[src/rtl/reg_load_arbiter.sv]
// Round-robin load/clear sequencer for one shared falling-edge register.
// Loads are confirmed by reading the register back one cycle after capture.
module reg_load_arbiter #(
  parameter int WIDTH      = 8,
  parameter int NUM_REQ    = 4,
  parameter int CLR_CYCLES = 2
) (
  input  logic                     ClkN,
  input  logic                     Clr,
  input  logic [NUM_REQ-1:0]       req,
  input  logic [NUM_REQ*WIDTH-1:0] req_data,
  input  logic                     clr_req,
  input  logic [WIDTH-1:0]         register_q,
  output logic [WIDTH-1:0]         new_data,
  output logic                     Enbar,
  output logic                     ClrN,
  output logic [NUM_REQ-1:0]       gnt,
  output logic [NUM_REQ-1:0]       done,
  output logic                     clr_done,
  output logic                     err,
  output logic                     busy
);

  localparam int PW = (NUM_REQ > 1) ? $clog2(NUM_REQ) : 1;
  localparam int CW = (CLR_CYCLES > 1) ? $clog2(CLR_CYCLES) : 1;

  typedef enum logic [1:0] {IDLE, LOAD, VERIFY, CLEAR} state_e;

  state_e             state_q;
  logic [PW-1:0]      ptr_q;
  logic [PW-1:0]      win_q;
  logic [CW-1:0]      cnt_q;
  logic [WIDTH-1:0]   new_data_q;
  logic               enbar_q;
  logic               clrn_q;
  logic [NUM_REQ-1:0] gnt_q;
  logic [NUM_REQ-1:0] done_q;
  logic               clr_done_q;
  logic               err_q;
  logic               busy_q;

  logic [WIDTH-1:0]   data_arr [NUM_REQ];
  logic [PW-1:0]      scan_idx;
  logic [PW-1:0]      pick_idx;
  logic               pick_vld;
  logic [NUM_REQ-1:0] pick_oh;

  always_comb begin
    for (int i = 0; i < NUM_REQ; i++) begin
      data_arr[i] = req_data[i*WIDTH +: WIDTH];
    end
  end

  // Scan downward in distance from the pointer so the closest requester
  // (searching upward with wrap) is the last one to write pick_idx.
  always_comb begin
    pick_vld = 1'b0;
    pick_idx = '0;
    scan_idx = '0;
    pick_oh  = '0;
    for (int k = NUM_REQ - 1; k >= 0; k--) begin
      scan_idx = PW'((int'(ptr_q) + k) % NUM_REQ);
      if (req[scan_idx]) begin
        pick_vld = 1'b1;
        pick_idx = scan_idx;
      end
    end
    pick_oh[pick_idx] = 1'b1;
  end

  always_ff @(negedge ClkN) begin
    if (Clr) begin
      state_q    <= IDLE;
      ptr_q      <= '0;
      win_q      <= '0;
      cnt_q      <= '0;
      new_data_q <= '0;
      enbar_q    <= 1'b1;
      clrn_q     <= 1'b0;
      gnt_q      <= '0;
      done_q     <= '0;
      clr_done_q <= 1'b0;
      err_q      <= 1'b0;
      busy_q     <= 1'b0;
    end else begin
      done_q     <= '0;
      clr_done_q <= 1'b0;
      err_q      <= 1'b0;
      case (state_q)
        IDLE: begin
          clrn_q <= 1'b1;
          if (clr_req) begin
            state_q <= CLEAR;
            clrn_q  <= 1'b0;
            cnt_q   <= CW'(CLR_CYCLES - 1);
            busy_q  <= 1'b1;
          end else if (pick_vld) begin
            state_q    <= LOAD;
            gnt_q      <= pick_oh;
            win_q      <= pick_idx;
            new_data_q <= data_arr[pick_idx];
            enbar_q    <= 1'b0;
            busy_q     <= 1'b1;
          end
        end
        LOAD: begin
          enbar_q <= 1'b1;
          state_q <= VERIFY;
        end
        VERIFY: begin
          if (register_q == new_data_q) done_q <= gnt_q;
          else                          err_q  <= 1'b1;
          gnt_q   <= '0;
          busy_q  <= 1'b0;
          ptr_q   <= (win_q == PW'(NUM_REQ - 1)) ? '0 : win_q + 1'b1;
          state_q <= IDLE;
        end
        CLEAR: begin
          if (cnt_q == '0) begin
            clrn_q     <= 1'b1;
            clr_done_q <= 1'b1;
            busy_q     <= 1'b0;
            state_q    <= IDLE;
          end else begin
            cnt_q <= cnt_q - 1'b1;
          end
        end
        default: state_q <= IDLE;
      endcase
    end
  end

  assign new_data = new_data_q;
  assign Enbar    = enbar_q;
  assign ClrN     = clrn_q;
  assign gnt      = gnt_q;
  assign done     = done_q;
  assign clr_done = clr_done_q;
  assign err      = err_q;
  assign busy     = busy_q;

endmodule

[config.mk]
export PLATFORM = sky130hd
export DESIGN_NAME = reg_load_arbiter
export DESIGN_NICKNAME = d
export VERILOG_FILES = /design/src/rtl/reg_load_arbiter.sv
export SDC_FILE = /design/constraint.sdc
export NUM_CORES = 1
export LEC_CHECK = 0
export BUFFER_PORTS_ARGS = -buffer_cell sky130_fd_sc_hd__buf_2
export CORE_ASPECT_RATIO = 0.5
export CORE_MARGIN = 2
export CORE_UTILIZATION = 30
export CTS_CLUSTER_DIAMETER = 50
export DETAILED_ROUTE_END_ITERATION = 10
export SETUP_SLACK_MARGIN = 0.15
export SYNTH_ARGS = -nofsm -noshare
export SYNTH_HDL_FRONTEND = slang
export SYNTH_SLANG_ARGS = --single-unit
[constraint.sdc]
create_clock -name ClkN -period 2.2 [get_ports ClkN]
set_input_delay 0.33 -clock ClkN [delete_from_list [all_inputs] [get_ports ClkN]]
set_output_delay 0.33 -clock ClkN [all_outputs]
set_load 0.005 [all_outputs]
==> results.md, run 1 <==
* Status: finished, violations left
* Failing checks: negative setup slack
* Worst Setup EP: new_data[2]
* Die width at between 100 and 150 µm
* Cts bufs inserted at 3
* Post-Syn Instances at between 150 and 200
* Seq cells post-synth at 28
* Overall die height at between 50 and 60 µm
* Max H-tree Level at 1
* Hold crit path type: flop to flop
* Leakage at around 1.3 nW
* Yosys warns at 0
* Wirelength per Cell at 12.2 µm
* Pint at about 0.0010 W
* Crit-path max cell delay at around 0.36 ns
* CP Cell Sequence: buf_8, a21oi_4, nor3b_2, or3_4, or3_1, buf_6, o221ai_2
* Clk pwr share at about a third
* R2R Setup Slk at ~0.54 ns
* Area leader, netlist: dfxtp_1
* Vias post-DR at ~1600
* Slew Viols, Final at 0
* Sequential power share at 38.9%
* RR Endpoint: new_data[2]
* Layout Cells excl Fill at around 340
* Setup Skew at 0.0136 ns
* Placed Cells at a little under 300
* Antenna violations before repair at 0
* Proportion of synthesized chip area in sequential cells at a little under two fifths
* Ports at between 60 and 70
* Number of synthesized flops with an enable pin at 0
* Clock Tree Buf Depth at 2
* Clock root buffer: clkbuf_8
* Total Wirelength at between 4000 and 5000 µm
* Port Buffer Count at 67
* Initial drt markers at 53
* Inserted Diodes at 0
* Die Footprint at approximately 0.0055 mm²
* Starting Density at between 30 and 40%
* Core Footprint at 0.00453 mm²
* Setup Viol. Count Final at 27
* Largest cells by area after synthesis: dfxtp_1, mux2i_1, o221ai_2
* Crit path max fanout at 8
* Max-cap viol count at 0
* Setup WS post-layout at -0.227 ns
* Comb power frac at 29.0%
* Switching Power at approximately 0.00051 W
* Vias in the first global route at around 1500
* Hpwl dp at 2840 µm
* Net Count, Synth at a little over 200
* Total track usage at between 10% and 20%
* RSZ-0062 raised after global routing: true
* Least-Margin Pin Slew at roughly 0.5 ns
* TritonCTS clock tree: built
* Syn_area_per_cell at between 9 and 10 µm²
* Synth Flop Type: dfxtp_1
* Clk_lat worst skew at about 0.36 ns
* Pwr dens at 598 mW/mm²
* Slew HR at around 67%
* Rows at 17
* Hold buffer count at cts at 0
* Final net count at 325
* Antenna Nets Post-Route at 0
* Post-route setup TNS at -2.59 ns
* Class of the most critical setup path: input pin to flop
* Yosys top cell area share at between 30% and 40%
* Clk pin slew, worst setup/hold paths at approximately 0.030 ns
* Drt drc at 0
* Cell with the most instances after synthesis: dfxtp_1
* Fillers at slightly above 400
* Clock sink total at 28
* Slowest-stage cell, CP: or3_4
* Global route overflow at 0
* Final hold vios at 0
* Synthesized area at approximately 0.0015 mm²
* Critical R2R Launch: ptr_q[1]
* Hold Startpoint: ClrN
* WHS Path Cells at 2
* Async S/R FF share, synth at 0%
* RD Place Congestion at between 0.8 and 0.9
* Fin util at roughly 56%
* Critical Path End Type: flop
* Worst Setup SP: req[0]
* Distinct cells, synth at 33
* Switching Fraction at about a third
* Maximum vdd drop at around 0.30 mV
* WP data arrival at 1.59 ns
* Synth top cells by count: dfxtp_1, mux2i_1, nor2_1, a21oi_1
* Startpoint types: input pin
* Vias per cell at ~4.6
* Area grow syn2layout at 73.2%
* First-pass GRT wire length at around 6100 µm
* FF-to-FF path depth at 6
* Largest net degree at the start of global routing at 17
* Share of cells above drive strength 1 at a little under three fifths
* Req. time, crit path at 1.36 ns
* First-pass detailed-route iteration total at 4
[layout by cell type, fill, tap and decap left out, types with 8 or more instances in the layout]
cell	Yosys	layout
a21oi_1	11	8
buf_2	3	53
buf_4	3	26
buf_6	1	17
dfxtp_1	28	13
dfxtp_2	0	14
inv_1	6	32
mux2i_1	18	13
nand3b_1	8	8
nor2_1	13	12
o221ai_2	8	8
[cells by family after synthesis]
kind of cell	count (synthesis)	share of synthesized area [%]
AO/OA/AOI/OAI	30	17.2
AND/OR/NAND/NOR	54	20.7
buffers and inverters	16	5.65
adder cells (fa/ha/maj)	1	0.857
multiplexers	18	12.3
flip-flops	28	38.4
XOR/XNOR	8	4.80
[stage by stage]
step / area [µm²] / power, W / hold slack (ns) / worst slack, ns
5_1_grt: 2530 / 0.00164 / 0.499 / -0.253
3_5_place_dp: 2040 / 0.00102 / 0.462 / -0.669
6_report: 2530 / 0.00151 / 0.465 / -0.227
4_1_cts: 2400 / 0.00150 / 0.468 / -0.237
3_3_place_gp: 2040 / 0.00101 / 0.462 / -0.642
2_1_floorplan: 1550 / 0.000878 / 0.463 / -0.458
[worst max-delay path: cells and delay by family]
kind	cells	cell delay, ns
AO/OA/AOI/OAI	2	0.26
buffers and inverters	2	0.26
AND/OR/NAND/NOR	3	0.74
[power groups by stage]
stage	combinational [W]	clock (W)	sequential, W
final	0.000438	0.000486	0.000588
after global placement	0.000336	0.0000806	0.000598
after detailed placement	0.000341	0.0000806	0.000598
after CTS	0.000409	0.000511	0.000585
after floorplan	0.000210	0.0000806	0.000587
after global routing	0.000475	0.000577	0.000591
[timing repair]
action,in CTS,in global routing
gates resized for setup,37,22
pin swaps,9,14
buffers inserted,13,3
endpoints found under the setup margin,42,42
[layer usage]
| metal | up-vias | track usage (%) | share of wire [%] |
|---|---|---|---|
| met3 | 7 | 2.91 | 4.9 |
| met1 | 710 | 14.8 | 42 |
| met5 | - | 0 | 0 |
| li1 | 808 | - | - |
| met2 | 39 | 28.8 | 52 |
| met4 | 0 | 5.78 | 1.1 |
[sequential cells by signal, summed over array words and instances, names as in the netlist]
| name | cells |
|---|---|
| state_q | 2 |
| err | 1 |
| cnt_q | 1 |
| ClrN | 1 |
| clr_done | 1 |
| gnt | 4 |
| done | 4 |
| new_data | 8 |
| busy | 1 |
| win_q | 2 |
| Enbar | 1 |
| ptr_q | 2 |
[how the worst min path moves through the flow]
stage	end	slack, ns
detailed placement	ClrN	0.46
global placement	ClrN	0.46
global route	ClrN	0.50
CTS	ClrN	0.47
floorplan	gnt[0]	0.46
finish	ClrN	0.47
[cell type report]
| cell class | count | area (µm²) | share of cell area [%] |
|---|---|---|---|
| clock inverters | 29 | 111 | 4.40 |
| well taps | 66 | 82.6 | 3.27 |
| repair buffers | 100 | 722 | 28.6 |
| clock buffers | 3 | 41.3 | 1.63 |
| flip-flops and latches | 28 | 582 | 23.0 |
| inverters | 5 | 18.8 | 0.742 |
| multi-input cells | 111 | 971 | 38.4 |
(Power assumes the default switching activity.)
==> run 2, diff against run 1 <==
- BUFFER_PORTS_ARGS: -buffer_cell sky130_fd_sc_hd__buf_2 -> unset
- DONT_BUFFER_PORTS: unset -> 1
==> results.md, run 2 (synthesized netlist as in run 1, its figures left out) <==
* Status: finished, violations left (unchanged)
* Failing checks: negative setup slack (unchanged)
* Inserted Diodes at 0 (unchanged)
* TritonCTS clock tree: built (unchanged)
* Req. time, crit path at 1.36 ns (about the same)
* Pwr dens at 689 mW/mm² (was 598 mW/mm²)
* Overall die height at 53.3 µm (unchanged)
* FF-to-FF path depth at 6 (unchanged)
* Setup WS post-layout at -0.130 ns (was -0.227 ns)
* Area grow syn2layout at 42.1% (was 73.2%)
* Vias per cell at 5.10 (was 4.57)
* Pint at 0.000935 W (was 0.000998 W)
* Hold Startpoint: gnt[0] (was ClrN)
* Drt drc at 0 (unchanged)
* Cts bufs inserted at 3 (unchanged)
* Total Wirelength at 3880 µm (was 4180 µm)
* Comb power frac at 23.1% (was 29.0%)
* Critical Path End Type: flop (unchanged)
* Maximum vdd drop at 0.296 mV (was 0.301 mV)
* Fillers at 414 (was 407)
* DR top layer: met4 (unchanged)
* R2R Setup Slk at 0.52 ns (was 0.54 ns)
* Antenna violations before repair at 0 (unchanged)
* Initial drt markers at 50 (was 53)
* Setup Skew at 0.0260 ns (was 0.0136 ns)
* WP data arrival at 1.49 ns (was 1.59 ns)
* Clk_lat worst skew at 0.37 ns (was 0.36 ns)
* Max FFs per register at 8 (unchanged)
* M1 wire length at 1680 µm (was 1770 µm)
* Most frequent cells in the layout: inv_1, dfxtp_2, nor2_1, mux2i_1, a21oi_1 (was buf_2, inv_1, buf_4)
* Clock Tree Buf Depth at 2 (unchanged)
* Startpoint types: input pin (unchanged)
* Clock root buffer: clkbuf_8 (unchanged)
* Hpwl dp at 2600 µm (was 2840 µm)
* RD Place Congestion at 0.749 (was 0.833)
* Core Footprint at 0.00453 mm² (unchanged)
* WHS Path Cells at 2 (unchanged)
* Switching Fraction at 34.6% (was 34.0%)
* Final hold vios at 0 (unchanged)
* Fin util at 45.8% (was 55.8%)
* Vias post-DR at 1326 (was 1564)
* Max H-tree Level at 1 (unchanged)
* Worst Setup SP: req[0] (unchanged)
* Share of cells above drive strength 1 at 40.2% (was 56.9%)
* Max-cap viol count at 0 (unchanged)
* Switching Power at 0.000494 W (was 0.000515 W)
* Die width at 103 µm (unchanged)
* Setup Viol. Count Final at 14 (was 27)
* Total track usage at 14.4% (was 14.3%)
* Least-Margin Pin Slew at 0.464 ns (was 0.490 ns)
* Ports at 68 (unchanged)
* Hold buffer count at cts at 0 (unchanged)
* Most common cell after layout, fill and taps aside: inv_1 (was buf_2)
* Worst Hold End: gnt[0] (was ClrN)
* DP Area at 0.00168 mm² (was 0.00204 mm²)
* First-pass detailed-route iteration total at 4 (unchanged)
* Reg area at 607 µm² (was 582 µm²)
* Die Footprint at 0.00547 mm² (unchanged)
* Rows at 17 (unchanged)
* Slew HR at 69.0% (was 67.3%)
* Design Area, Final at 0.00207 mm² (was 0.00253 mm²)
* First-pass GRT wire length at 6040 µm (was 6120 µm)
* Vias in the first global route at 1339 (was 1470)
* RSZ-0062 raised after global routing: true (unchanged)
* Antenna Nets Post-Route at 0 (unchanged)
* Met2 WL at 1950 µm (was 2150 µm)
* Slew Viols, Final at 0 (unchanged)
* Global route overflow at 0 (unchanged)
* Area of the multi-input gates at 976 µm² (was 971 µm²)
* Met3 WL at 237 µm (was 204 µm)
* Largest net degree at the start of global routing at 28 (was 17)
* Crit path max fanout at 8 (unchanged)
* Starting Density at 32.2% (unchanged)
* Class of the most critical setup path: input pin to flop (unchanged)
* Clk pwr share at 34.7% (was 32.1%)
* Sequential power share at 42.3% (was 38.9%)
* Clk pin slew, worst setup/hold paths at 0.04 ns (was 0.03 ns)
* Port Buffer Count at 0 (was 67)
* Final net count at 243 (was 325)
* Hold crit path type: flop to flop (unchanged)
* Leakage at 0.883 nW (was 1.26 nW)
* RR Endpoint: new_data[3] (was new_data[2])
* Critical R2R Launch: ptr_q[1] (unchanged)
* Wirelength per Cell at 14.9 µm (was 12.2 µm)
* Clock sink total at 28 (unchanged)
run 2: repair_timing:
item,CTS,global route
cloned,2,0
resized for setup,41,15
setup buffers,4,1
endpoints found under the setup margin,38,42
hold endpoints to repair,0,0
pin swaps,9,4
run 2: metal layers:
metal | up-vias | track usage, %
met1 | 638 | 16.6
met3 | 2 | 4.36
met2 | 43 | 25.2
met4 | 0 | 6.22
li1 | 643 | -
met5 | - | 0
run 2: final cells by class:
| type | count | area share, % |
|---|---|---|
| sequential | 28 | 29.3 |
| multi-input combinational | 111 | 47.0 |
| clock inverter | 29 | 5.31 |
| clock buffer | 3 | 1.99 |
| timing repair buffer | 18 | 11.5 |
| inverter | 5 | 0.905 |
| tap | 66 | 3.98 |
run 2: power groups by stage:
stage	clock network, W	logic (W)	registers (W)
global placement	0.0000806	0.000248	0.000607
detailed placement	0.0000806	0.000253	0.000607
finish	0.000495	0.000330	0.000604
CTS	0.000510	0.000314	0.000606
floorplan	0.0000806	0.000210	0.000587
global route	0.000585	0.000360	0.000609
run 2: worst max path at each step:
stage | endpoint | slack, ns
6_report | new_data[3] | -0.13
2_1_floorplan | new_data[6] | -0.46
4_1_cts | new_data[3] | -0.12
3_3_place_gp | new_data[3] | -0.50
3_5_place_dp | new_data[3] | -0.52
5_1_grt | new_data[1] | -0.16
run 2: critical path, stage by stage:
cell      delay (ns)
a21oi_4         0.10
nor3b_2         0.06
or3_4           0.36
or3_1           0.36
buf_6           0.16
o221ai_2        0.12
run 2: per-stage QoR:
stage          total power [W]  std cells  hold slack [ns]  setup TNS, ns  setup slack, ns
6_report               0.00143        260            0.474          -1.20           -0.130
5_1_grt                0.00155        260            0.479          -1.70           -0.164
4_1_cts                0.00143        259            0.477          -1.13           -0.124
3_5_place_dp          0.000941        222            0.483          -7.78           -0.521
3_3_place_gp          0.000936        222            0.482          -7.64           -0.497
2_1_floorplan         0.000878        155            0.463          -6.06           -0.458
==> run 3, diff against run 2 <==
- CAP_MARGIN: unset -> 5
- CORE_ASPECT_RATIO: 0.5 -> 1.1
==> results.md, run 3 (synthesized netlist as in run 1, its figures left out) <==
* Status: finished, violations left (unchanged)
* Failing checks: negative setup slack (unchanged)
* Met2 WL at 2020 µm (was 1950 µm)
* Least-Margin Pin Slew at 0.421 ns (was 0.464 ns)
* Clk_lat worst skew at 0.35 ns (was 0.37 ns)
* Max FFs per register at 8 (unchanged)
* Clock Tree Buf Depth at 2 (unchanged)
* Die Footprint at 0.00544 mm² (was 0.00547 mm²)
* Crit path max fanout at 5 (was 8)
* Core Footprint at 0.00465 mm² (was 0.00453 mm²)
* Share of cells above drive strength 1 at 36.1% (was 40.2%)
* Vias post-DR at 1307 (was 1326)
* Leakage at 0.916 nW (was 0.883 nW)
* Largest net degree at the start of global routing at 28 (unchanged)
* Design Area, Final at 0.00206 mm² (was 0.00207 mm²)
* M1 wire length at 1450 µm (was 1680 µm)
* Setup Skew at 0.0140 ns (was 0.0260 ns)
* First-pass GRT wire length at 5870 µm (was 6040 µm)
* Slew HR at 71.8% (was 69.0%)
* Vias per cell at 5.23 (was 5.10)
* Most common cell after layout, fill and taps aside: inv_1 (unchanged)
* Die width at 70.5 µm (was 103 µm)
* Fin util at 44.2% (was 45.8%)
* Final net count at 243 (unchanged)
* Max-cap viol count at 0 (unchanged)
* Class of the most critical setup path: input pin to flop (unchanged)
* Max H-tree Level at 1 (unchanged)
* Drt drc at 0 (unchanged)
* Ports at 68 (unchanged)
* Total track usage at 13.5% (was 14.4%)
* Cts bufs inserted at 3 (unchanged)
* DP Area at 0.00165 mm² (was 0.00168 mm²)
* Hpwl dp at 2520 µm (was 2600 µm)
* Antenna violations before repair at 0 (unchanged)
* Fillers at 445 (was 414)
* Antenna Nets Post-Route at 0 (unchanged)
* Most frequent cells in the layout: inv_1, mux2i_1, dfxtp_2 (was inv_1, dfxtp_2, nor2_1, mux2i_1, a21oi_1)
* Rows at 26 (was 17)
* Wirelength per Cell at 15.0 µm (was 14.9 µm)
* Startpoint types: input pin (unchanged)
* Maximum vdd drop at 0.347 mV (was 0.296 mV)
* Slew Viols, Final at 0 (unchanged)
* Port Buffer Count at 0 (unchanged)
* Area grow syn2layout at 41.0% (was 42.1%)
* Setup WS post-layout at -0.183 ns (was -0.130 ns)
* Pwr dens at 693 mW/mm² (was 689 mW/mm²)
* Vias in the first global route at 1339 (unchanged)
* Clock sink total at 28 (unchanged)
* WP data arrival at 1.52 ns (was 1.49 ns)
* DR top layer: met4 (unchanged)
* Inserted Diodes at 0 (unchanged)
* First-pass detailed-route iteration total at 4 (unchanged)
* Total Wirelength at 3740 µm (was 3880 µm)
* Overall die height at 77.2 µm (was 53.3 µm)
* Starting Density at 31.4% (was 32.2%)
* TritonCTS clock tree: built (unchanged)
* Req. time, crit path at 1.33 ns (was 1.36 ns)
* Global route overflow at 0 (unchanged)
* Hold buffer count at cts at 0 (unchanged)
* Hold crit path type: flop to flop (unchanged)
* Final hold vios at 0 (unchanged)
* Initial drt markers at 71 (was 50)
* Met3 WL at 235 µm (was 237 µm)
* Clock root buffer: clkbuf_8 (unchanged)
* RD Place Congestion at 0.690 (was 0.749)
* RSZ-0062 raised after global routing: true (unchanged)
* Clk pin slew, worst setup/hold paths at 0.04 ns (about the same)
* Critical Path End Type: flop (unchanged)
* Setup Viol. Count Final at 17 (was 14)
run 3: cell types whose count changed in the layout (fill, tap and decap cells not counted), sizes merged:
cell / previous run / this run
inv: 33 / 34
clkinvlp: 1 / 0
buf: 18 / 17
clkbuf: 3 / 4
run 3: path summary, 6_finish.rpt:
| kind | endpoint | slack (ns) | start | cells after the start |
|---|---|---|---|---|
| max | win_q[1] | -0.18 | req[1] | 6 |
| min | gnt[1] | 0.47 | gnt[1] | 2 |
| max reg2reg | new_data[3] | 0.49 | ptr_q[1] | 6 |
| min reg2reg | gnt[1] | 0.47 | gnt[1] | 2 |
run 3: cell type report:
type / instances / area [µm²] / area share [%]
multi-input cells: 111 / 938 / 45.6
well taps: 56 / 70.1 / 3.40
inverters: 5 / 18.8 / 0.912
repair buffers: 18 / 278 / 13.5
clock buffers: 3 / 41.3 / 2.01
flip-flops and latches: 28 / 601 / 29.2
clock inverters: 29 / 111 / 5.41
run 3: metrics by stage:
step	TNS (ns)	hold WS, ns	worst slack, ns	power, W	instances
6_report	-2.01	0.475	-0.183	0.00143	250
5_1_grt	-2.53	0.491	-0.223	0.00154	250
4_1_cts	-1.40	0.477	-0.142	0.00141	247
3_5_place_dp	-7.87	0.490	-0.536	0.000936	210
3_3_place_gp	-7.55	0.482	-0.506	0.000925	210
2_1_floorplan	-6.06	0.463	-0.458	0.000878	155
run 3: power by group:
part	switching [W]	internal, W
combinational	0.000138	0.000191
sequential	0.0000517	0.000552
clock	0.000297	0.000196
run 3: timing repair:
| item | CTS | global route |
|---|---|---|
| setup buffers | 4 | 2 |
| setup endpoints to repair | 38 | 38 |
| pin swaps | 6 | 5 |
| cloned | 2 | 1 |
| gates resized for setup | 32 | 11 |
run 3: layer usage:
metal | global-route usage [%] | vias to the layer above
met3 | 5.26 | 2
met2 | 23.2 | 46
met5 | 0 | -
met4 | 6.92 | 0
met1 | 14.2 | 619
li1 | - | 640
run 3: worst max-delay path: stages:
cell,delay [ns]
or4_4,0.56
nand2_4,0.12
buf_6,0.12
buf_12,0.11
mux2i_1,0.21
nor2_1,0.06
